[src/rtl/scope_timebase_ctrl.sv]
// scope_timebase_ctrl: oscilloscope timebase selector driven by two push
// buttons. Requested settings wait for a video frame boundary before they
// take effect, and a sample-enable strobe is divided down from CLK according
// to the active setting.
// Build option: define TB_WRAP_EN to make the pending index wrap around at
// both ends instead of saturating.
//
// state      | meaning
// -----------+-----------------------------------------------------------
// ST_IDLE    | pending index equals active setting, nothing to do
// ST_PENDING | new setting requested, waiting for an unfrozen frame end
// ST_APPLY   | one cycle: commit pending index, restart divider/capture
module scope_timebase_ctrl #(
    parameter int DEBOUNCE_CYCLES = 1000000,
    parameter int BASE_DIV        = 781,
    parameter int NUM_SETTINGS    = 5,
    parameter int RESET_SEL       = 3
) (
    input  logic       CLK,
    input  logic       RESET,
    input  logic       BTN_UP,
    input  logic       BTN_DN,
    input  logic       VGA_FRAME_END,
    input  logic       FREEZE,
    output logic [2:0] TB_SEL,
    output logic       TB_PENDING,
    output logic       SAMPLE_EN,
    output logic       CAPTURE_RESTART
);

    localparam int              DB_W    = $clog2(DEBOUNCE_CYCLES + 1);
    localparam logic [DB_W-1:0] DB_LOAD = DB_W'(DEBOUNCE_CYCLES - 1);
    localparam logic [2:0]      IDX_MAX = 3'(NUM_SETTINGS - 1);
    localparam logic [2:0]      IDX_RST = 3'(RESET_SEL);

    typedef enum logic [1:0] {
        ST_IDLE    = 2'd0,
        ST_PENDING = 2'd1,
        ST_APPLY   = 2'd2
    } state_t;

    state_t          state, state_nxt;
    logic [1:0]      btn_raw;
    logic [1:0]      sync_a, sync_b;
    logic [1:0]      deb, deb_prev;
    logic [DB_W-1:0] db_cnt [2];
    logic            up_step, dn_step;
    logic [2:0]      pend_idx, idx_inc, idx_dec;
    logic [15:0]     div_cnt, div_last;

    // bit 0 = UP, bit 1 = DN throughout the conditioning path
    assign btn_raw = {BTN_DN, BTN_UP};

    // Two-flop synchronizer for the asynchronous button inputs
    always_ff @(posedge CLK or posedge RESET) begin
        if (RESET) begin
            sync_a <= '0;
            sync_b <= '0;
        end else begin
            sync_a <= btn_raw;
            sync_b <= sync_a;
        end
    end

    // Debouncer: down-counter reloads on any agreeing cycle, level flips at terminal count
    always_ff @(posedge CLK or posedge RESET) begin
        if (RESET) begin
            deb      <= '0;
            deb_prev <= '0;
            for (int i = 0; i < 2; i++) db_cnt[i] <= DB_LOAD;
        end else begin
            deb_prev <= deb;
            for (int i = 0; i < 2; i++) begin
                if (sync_b[i] == deb[i]) begin
                    db_cnt[i] <= DB_LOAD;
                end else if (db_cnt[i] == '0) begin
                    deb[i]    <= ~deb[i];
                    db_cnt[i] <= DB_LOAD;
                end else begin
                    db_cnt[i] <= db_cnt[i] - 1'b1;
                end
            end
        end
    end

    // Press (not release) produces a single-cycle step
    assign up_step = deb[0] & ~deb_prev[0];
    assign dn_step = deb[1] & ~deb_prev[1];

    // Neighbouring indices with end-of-range handling
    always_comb begin
        idx_inc = pend_idx + 3'd1;
        idx_dec = pend_idx - 3'd1;
        if (pend_idx >= IDX_MAX) begin
`ifdef TB_WRAP_EN
            idx_inc = '0;
`else
            idx_inc = IDX_MAX;
`endif
        end
        if (pend_idx == '0) begin
`ifdef TB_WRAP_EN
            idx_dec = IDX_MAX;
`else
            idx_dec = '0;
`endif
        end
    end

    // Pending index follows the steps; simultaneous UP and DN cancel out
    always_ff @(posedge CLK or posedge RESET) begin
        if (RESET) begin
            pend_idx <= IDX_RST;
        end else if (up_step && !dn_step) begin
            pend_idx <= idx_inc;
        end else if (dn_step && !up_step) begin
            pend_idx <= idx_dec;
        end
    end

    // FSM state register
    always_ff @(posedge CLK or posedge RESET) begin
        if (RESET) state <= ST_IDLE;
        else       state <= state_nxt;
    end

    // FSM next state; a frozen capture keeps the request parked in PENDING
    always_comb begin
        state_nxt  = state;
        TB_PENDING = 1'b0;
        case (state)
            ST_IDLE: begin
                if (pend_idx != TB_SEL) state_nxt = ST_PENDING;
            end
            ST_PENDING: begin
                TB_PENDING = 1'b1;
                if (pend_idx == TB_SEL)              state_nxt = ST_IDLE;
                else if (VGA_FRAME_END && !FREEZE)   state_nxt = ST_APPLY;
            end
            ST_APPLY: state_nxt = ST_IDLE;
            default:  state_nxt = ST_IDLE;
        endcase
    end

    // Commit the new setting and flag the capture buffer one cycle later
    always_ff @(posedge CLK or posedge RESET) begin
        if (RESET) begin
            TB_SEL          <= IDX_RST;
            CAPTURE_RESTART <= 1'b0;
        end else begin
            CAPTURE_RESTART <= (state == ST_APPLY);
            if (state == ST_APPLY) TB_SEL <= pend_idx;
        end
    end

    assign div_last = (16'(BASE_DIV) << TB_SEL) - 16'd1;

    // Sample divider: restarts on apply, holds while frozen
    always_ff @(posedge CLK or posedge RESET) begin
        if (RESET) begin
            div_cnt <= '0;
        end else if (state == ST_APPLY) begin
            div_cnt <= '0;
        end else if (!FREEZE) begin
            div_cnt <= (div_cnt == div_last) ? 16'd0 : div_cnt + 16'd1;
        end
    end

    assign SAMPLE_EN = !FREEZE && (div_cnt == div_last);

endmodule
[config.mk]
export PLATFORM = sky130hd
export DESIGN_NAME = scope_timebase_ctrl
export DESIGN_NICKNAME = d
export VERILOG_FILES = /design/src/rtl/scope_timebase_ctrl.sv
export SDC_FILE = /design/constraint.sdc
export NUM_CORES = 1
export LEC_CHECK = 0
export CORE_ASPECT_RATIO = 1.4
export CORE_MARGIN = 2
export CORE_UTILIZATION = 60
export CTS_CLUSTER_DIAMETER = 40
export DETAILED_ROUTE_END_ITERATION = 8
export PLACE_DENSITY = 0.79
export RECOVER_POWER = 50
export SLEW_MARGIN = 20
export SYNTH_ARGS = -nofsm -noshare
export SYNTH_HDL_FRONTEND = slang
export SYNTH_SLANG_ARGS = --single-unit
export TNS_END_PERCENT = 50
[constraint.sdc]
create_clock -name CLK -period 7.8 [get_ports CLK]
set_input_delay 1.17 -clock CLK [delete_from_list [all_inputs] [get_ports CLK]]
set_output_delay 1.17 -clock CLK [all_outputs]
set_load 0.03 [all_outputs]
==> out/summary.txt, run 1 <==
status -> finished, violations left
violations in the final reports -> max-capacitance violations, max-slew violations
remaining design rule violation count -> 0
post-synthesis sequential element count -> 73
area overhead of the layout relative to synthesis -> 8.974%
kind of end point of the critical path -> asynchronous set/reset pin
Chip Height -> 100.5 um
ys async rst share -> 1.000
maximum fanout along the worst path -> 73
core outline area -> 6525 sq um
full die area -> 7324 sq um
total count of max-transition violations in the final report -> 74
Non-Filler Cell Area, Final -> 4345 sq um
power density relative to cell area -> 183.5 nW/um^2
cell at the root of the clock tree -> sky130_fd_sc_hd__clkbuf_8
net total in the final layout -> 446
IO Pins -> 12
total power of the final layout -> 797.3 uW
First DRT Iteration DRCs -> 129
Yosys top cell by area -> sky130_fd_sc_hd__dfrtp_1
register clock-pin slew on the reported worst setup and hold paths -> 70 ps
VDD IR max -> 0.0001245 V
dpl ws -> 3461 ps
total placed cells including tap cells -> 484
hold bufs inserted after CTS -> 0
slowest cell delay on critical path -> 2620 ps
aggregate routed wire length -> 7600 um
number of cell rows -> 35
final HPWL from detailed placement -> 5350 um
number of enable flip-flop cells after synthesis -> 0
antenna diode count -> 0
Synthesized Nets -> 434
total negative slack -> 0 ps
residual antenna-violating net count after detailed routing -> 0
Slew HR -> -1.481
gr ovfl total -> 0
Final min period -> 4798 ps
number of antenna violations at the first check in global routing -> 0
cell area after synthesis -> 3988 sq um
detailed-route wire length per cell -> 15.20 um
fill cell count -> 518
fraction of final layout cells with drive strength greater than 1 -> 0.1291
data arrival at the endpoint of the critical path -> 4390 ps
detailed-route vias per instance -> 5.874
number of standard cells in the final layout excluding fillers -> 500
area post-placement -> 4148 sq um
DIE WIDTH -> 72.90 um
maximum clock skew at final layout -> 15.56 ps
TritonCTS clock tree -> yes
fraction of the cycle the final worst path needs -> 0.6151
critical path required time -> 7390 ps
Routability Congestion -> 0.8994
via count of the first global-routing pass -> 2955
classification of the worst setup path -> in -> async
Critical path buffers and inverters -> 3
number of levels the H-tree was split into -> 3
timing-limited maximum frequency -> 0.2084 GHz
final count of hold timing violations -> 0
element type at the critical path start -> input pin
maximum capacitance violations -> 1
area share of the largest cell type after synthesis -> 0.2824
cell family with the largest share of critical-path delay -> buffers and inverters
largest net degree at the start of global routing -> 74
unrepaired setup endpoints after global routing -> no
distinct cell type count after synthesis -> 49
Initial Util -> 0.6111
Critical Path, Cell by Cell -> dlygate4sd3_1 > clkinv_1 > clkbuf_1
hold crit path type -> reg -> reg
global-route wire length before repair -> 13140 um
actual transition at the worst max-transition pin -> 3721 ps
area taken by multi-input logic gates -> 2004 sq um
sequential fraction of the synthesis area -> 0.4669
total of cells resized after clock tree synthesis -> 0
slowest CP cell -> sky130_fd_sc_hd__clkbuf_1
# setup viols final -> 0
Skew-Pair Late Insertion Delay -> 340 ps
predominant post-synthesis flop cell -> sky130_fd_sc_hd__dfrtp_1
GRT Total Usage -> 0.2310
count of buffers inserted at the top-level ports -> 11
cell count after synthesis -> 409
via count -> 2937
Final Worst Setup Slack -> 3002 ps
deepest clock path buffer count -> 2
reported leakage power -> 1.831 nW
per-instance average area after synthesis -> 9.750 sq um
sequential standard cell area -> 1862 sq um
largest cells by area after synthesis -> sky130_fd_sc_hd__dfrtp_1 28%, sky130_fd_sc_hd__dfstp_2 18%, sky130_fd_sc_hd__xnor2_1 8.3%
first drt pass iteration count -> 4
total setup buffers inserted after CTS -> 0
count of synthesis-stage warnings from yosys -> 0
TritonCTS sink count -> 73
number of buffers inserted during clock tree synthesis -> 9
per-layer routing:
layer | vias to the layer above | GRT usage | wire length, um
met1 | 1429 | 0.2681 | 3137
met5 | - | 0 | 0
met3 | 23 | 0.03300 | 201
met4 | 0 | 0.1282 | 235
met2 | 53 | 0.4028 | 4025
li1 | 1432 | - | -
sequential cells by signal, summed over array words and instances, names as in the netlist:
register         cells
CAPTURE_RESTART      1
TB_SEL               3
db_cnt              40
deb                  2
deb_prev             2
div_cnt             16
pend_idx             3
state                2
sync_a               2
sync_b               2
final timing paths:
check | startpoint | slack, ps | depth (start not counted) | end
setup reg to reg | TB_SEL[1] | 4310 | 11 | div_cnt[13]
max in group CLK | TB_SEL[1] | 3070 | 11 | SAMPLE_EN
setup / recovery | RESET | 3000 | 3 | div_cnt[3]
hold reg to reg | sync_a[0] | 350 | 0 | sync_b[0]
min in group asynchronous | RESET | 2730 | 3 | div_cnt[14]
hold / removal | sync_a[0] | 350 | 0 | sync_b[0]
worst reg2reg max path: cells and delay by family, from the launching register on:
family                   cells  cell delay (ps)
AO/OA/AOI/OAI                4             1440
XOR/XNOR                     1              150
adder cells (fa/ha/maj)      2              550
buffers and inverters        2              210
flip-flops                   1              620
AND/OR/NAND/NOR              2              360
cell type report:
| type | count | area share |
|---|---|---|
| Clock inverter | 5 | 0.01238 |
| Clock buffer | 11 | 0.03484 |
| Inverter | 18 | 0.01555 |
| Multi-Input combinational cell | 307 | 0.4613 |
| Sequential cell | 73 | 0.4284 |
| Timing Repair Buffer | 12 | 0.02620 |
| Tap cell | 74 | 0.02131 |
metrics by stage:
step                      hold slack [ps]    util
after floorplan                     331.2       -
after global placement              335.9  0.6357
after detailed placement            338.5  0.6357
after CTS                           354.0  0.6671
after global routing                356.9  0.6660
final                               352.1  0.6660
cells by family after synthesis:
logic type / count (synthesis) / synth area share
simple gates: 174 / 0.2222
buf+inv: 29 / 0.02949
flops: 73 / 0.4669
compound gates: 52 / 0.08253
mux: 7 / 0.01851
xor+xnor: 55 / 0.1208
fa+ha+maj: 19 / 0.05962
Yosys cell counts (4+ instances only):
cell                       instances
sky130_fd_sc_hd__nand3_1          10
sky130_fd_sc_hd__ha_1             19
sky130_fd_sc_hd__dfrtp_1          45
sky130_fd_sc_hd__or2_2             4
sky130_fd_sc_hd__xnor2_1          38
sky130_fd_sc_hd__nor2_1           37
sky130_fd_sc_hd__inv_1            18
sky130_fd_sc_hd__nand2b_1          5
sky130_fd_sc_hd__nand2_1          49
sky130_fd_sc_hd__o21ai_0          16
sky130_fd_sc_hd__dfstp_2          28
sky130_fd_sc_hd__nor3_1           19
sky130_fd_sc_hd__and3_1            9
sky130_fd_sc_hd__xor2_1           17
sky130_fd_sc_hd__clkbuf_1          6
sky130_fd_sc_hd__nand4_1           5
sky130_fd_sc_hd__nor4_1           10
sky130_fd_sc_hd__nor2b_1           4
sky130_fd_sc_hd__or3_1             6
sky130_fd_sc_hd__a21oi_1          15
sky130_fd_sc_hd__mux2i_1           4
sky130_fd_sc_hd__o31ai_1           7
placed cells by master, fill, tap and decap left out, drive strengths merged, types with 16 or more instances in the layout:
cell   synthesis  routed
nand2         49      49
dfrtp         45      45
xnor2         38      38
nor2          37      37
dfstp         28      28
nor3          19      19
ha            19      19
inv           18      17
xor2          17      17
o21ai         16      16
report_power, final:
| part | internal, mW | switching (mW) |
|---|---|---|
| Sequential | 0.397 | 0.0277 |
| Clock | 0.164 | 0.138 |
| Combinational | 0.0313 | 0.0392 |
(Power assumes the default switching activity.)
==> inputs of run 2 (changes only) <==
Clock period 7.8 ns to 5 ns, I/O delays scaled along.
==> out/summary.txt, run 2 (synthesized netlist as in run 1, its figures left out) <==
DIE WIDTH -> 72.90 um (unchanged)
registers with the highest flip-flop counts -> db_cnt: 40 flops, div_cnt: 16 flops
hold bufs inserted after CTS -> 0 (unchanged)
dpl ws -> 1084 ps (-2377 ps)
element type at the critical path start -> register
Routability Congestion -> 0.9418 (+4.7%)
total of cells resized after clock tree synthesis -> 0 (unchanged)
number of levels the H-tree was split into -> 3 (unchanged)
final count of hold timing violations -> 0 (unchanged)
critical path required time -> 4250 ps (-3140 ps)
residual antenna-violating net count after detailed routing -> 0 (unchanged)
kind of end point of the critical path -> primary output
VDD IR max -> 0.0002562 V (+110%)
maximum capacitance violations -> 2 (+1)
number of cell rows -> 35 (unchanged)
Initial Util -> 0.6111 (unchanged)
status -> finished, violations left
total negative slack -> 0 ps (unchanged)
remaining design rule violation count -> 0 (unchanged)
register clock-pin slew on the reported worst setup and hold paths -> 70 ps (about the same)
Chip Height -> 100.5 um (unchanged)
via count -> 2885 (-1.8%)
hold crit path type -> reg -> reg
TritonCTS sink count -> 73 (unchanged)
timing-limited maximum frequency -> 0.2344 GHz
full die area -> 7324 sq um (unchanged)
max reg flops -> 40 (unchanged)
area overhead of the layout relative to synthesis -> 8.943% (about the same)
largest net degree at the start of global routing -> 44 (-41%)
gr ovfl total -> 0 (unchanged)
maximum fanout along the worst path -> 10 (-86%)
Slew HR -> -0.04872 (+1.432)
maximum clock skew at final layout -> 11.13 ps (-4.436 ps)
antenna diode count -> 0 (unchanged)
cell at the root of the clock tree -> sky130_fd_sc_hd__clkbuf_8
fraction of the cycle the final worst path needs -> 0.8531
via count of the first global-routing pass -> 2845 (-3.7%)
detailed-route wire length per cell -> 14.99 um (-1.4%)
aggregate routed wire length -> 7496 um (-1.4%)
data arrival at the endpoint of the critical path -> 3520 ps (-870 ps)
TritonCTS clock tree -> yes
total setup buffers inserted after CTS -> 0 (unchanged)
total count of max-transition violations in the final report -> 76 (+2.7%)
Final Worst Setup Slack -> 734.3 ps (-2268 ps)
net total in the final layout -> 446 (unchanged)
end-of-flow core utilization -> 0.6658 (about the same)
busiest layer in global routing -> met2
First DRT Iteration DRCs -> 98 (-24%)
number of antenna violations at the first check in global routing -> 0 (unchanged)
Final min period -> 4266 ps
fraction of final layout cells with drive strength greater than 1 -> 0.1315 (+0.002347)
core outline area -> 6525 sq um (unchanged)
global-route wire length before repair -> 12990 um (-1.2%)
first drt pass iteration count -> 4 (unchanged)
unrepaired setup endpoints after global routing -> no
# setup viols final -> 0 (unchanged)
commonest cells after routing, fill and taps aside -> 49 x sky130_fd_sc_hd__nand2_1, 45 x sky130_fd_sc_hd__dfrtp_1, 38 x sky130_fd_sc_hd__xnor2_1, 37 x sky130_fd_sc_hd__nor2_1, 27 x sky130_fd_sc_hd__dfstp_2
violations in the final reports -> max-capacitance violations, max-slew violations
leading cell type in the layout, fill and taps excluded -> sky130_fd_sc_hd__nand2_1
actual transition at the worst max-transition pin -> 1573 ps (-2148 ps)
reported leakage power -> 1.821 nW (-0.52%)
register containing the most flip-flops in the final layout -> db_cnt
IO Pins -> 12 (unchanged)
global-route met2 utilization -> 0.3755 (-0.02727)
deepest clock path buffer count -> 2 (unchanged)
detailed-route vias per instance -> 5.770 (-1.8%)
GR Layer Usage met1 -> 0.2891 (+0.02092)
count of buffers inserted at the top-level ports -> 11 (unchanged)
number of buffers inserted during clock tree synthesis -> 9 (unchanged)
power density relative to cell area -> 285.7 nW/um^2 (+56%)
Skew-Pair Late Insertion Delay -> 350 ps (about the same)
classification of the worst setup path -> reg -> out
final HPWL from detailed placement -> 5360 um (+0.19%)
met3 Resource Use GR -> 0.04600 (+0.01300)
GRT Total Usage -> 0.2290 (-0.002066)
==> run 2: layout make-up <==
class                           count  area [sq um]
Clock buffer                       10         137.6
Clock inverter                      6         66.31
Fill cell                         537          2181
Inverter                           18         67.56
Multi-Input combinational cell    307          2004
Sequential cell                    73          1862
Tap cell                           74         92.59
Timing Repair Buffer               12         113.9
==> run 2: metrics by stage <==
step                hold slack [ps]  total power [mW]  instance area (sq um)  instances
global route                  355.2             1.304                   4344        500
CTS                           351.8             1.254                   4352        500
detailed placement            334.7            0.7852                   4148        484
floorplan                     331.2            0.7516                   3988        409
finish                        351.0             1.241                   4344        500
global placement              335.2            0.7803                   4148        484
==> run 2: worst max-delay path, stage by stage, from the launching register on <==
cell and delay, ps:
sky130_fd_sc_hd__dfstp_2 630, sky130_fd_sc_hd__inv_1 120, sky130_fd_sc_hd__ha_1 310, sky130_fd_sc_hd__nor2b_1 200
sky130_fd_sc_hd__inv_1 80, sky130_fd_sc_hd__ha_1 220, sky130_fd_sc_hd__and4bb_2 250, sky130_fd_sc_hd__xnor2_1 130
sky130_fd_sc_hd__xnor2_1 130, sky130_fd_sc_hd__nand4_1 190, sky130_fd_sc_hd__nor4_1 210, sky130_fd_sc_hd__clkdlybuf4s50_1 710
==> run 2: power breakdown <==
group,leakage (nW),switching (mW),internal (mW)
Clock,0.0949,0.223,0.245
Combinational,0.854,0.0622,0.0491
Sequential,0.873,0.0417,0.620
Total,1.82,0.327,0.914
==> run 2: routing by layer <==
metal	share of wire	routed length (um)
met1	0.42	3176
met2	0.52	3905
met3	0.029	215
met4	0.026	198
met5	0	0
==> run 2: final timing paths <==
check | depth (start not counted) | end | slack (ps) | start
worst min-delay path | 0 | sync_b[0] | 350 | sync_a[0]
worst min register to register | 0 | sync_b[0] | 350 | sync_a[0]
worst max-delay path | 11 | SAMPLE_EN | 730 | TB_SEL[1]
max in group asynchronous | 3 | TB_SEL[2] | 1570 | RESET
worst max register to register | 11 | div_cnt[8] | 1550 | TB_SEL[1]
min in group asynchronous | 2 | sync_a[1] | 1310 | RESET
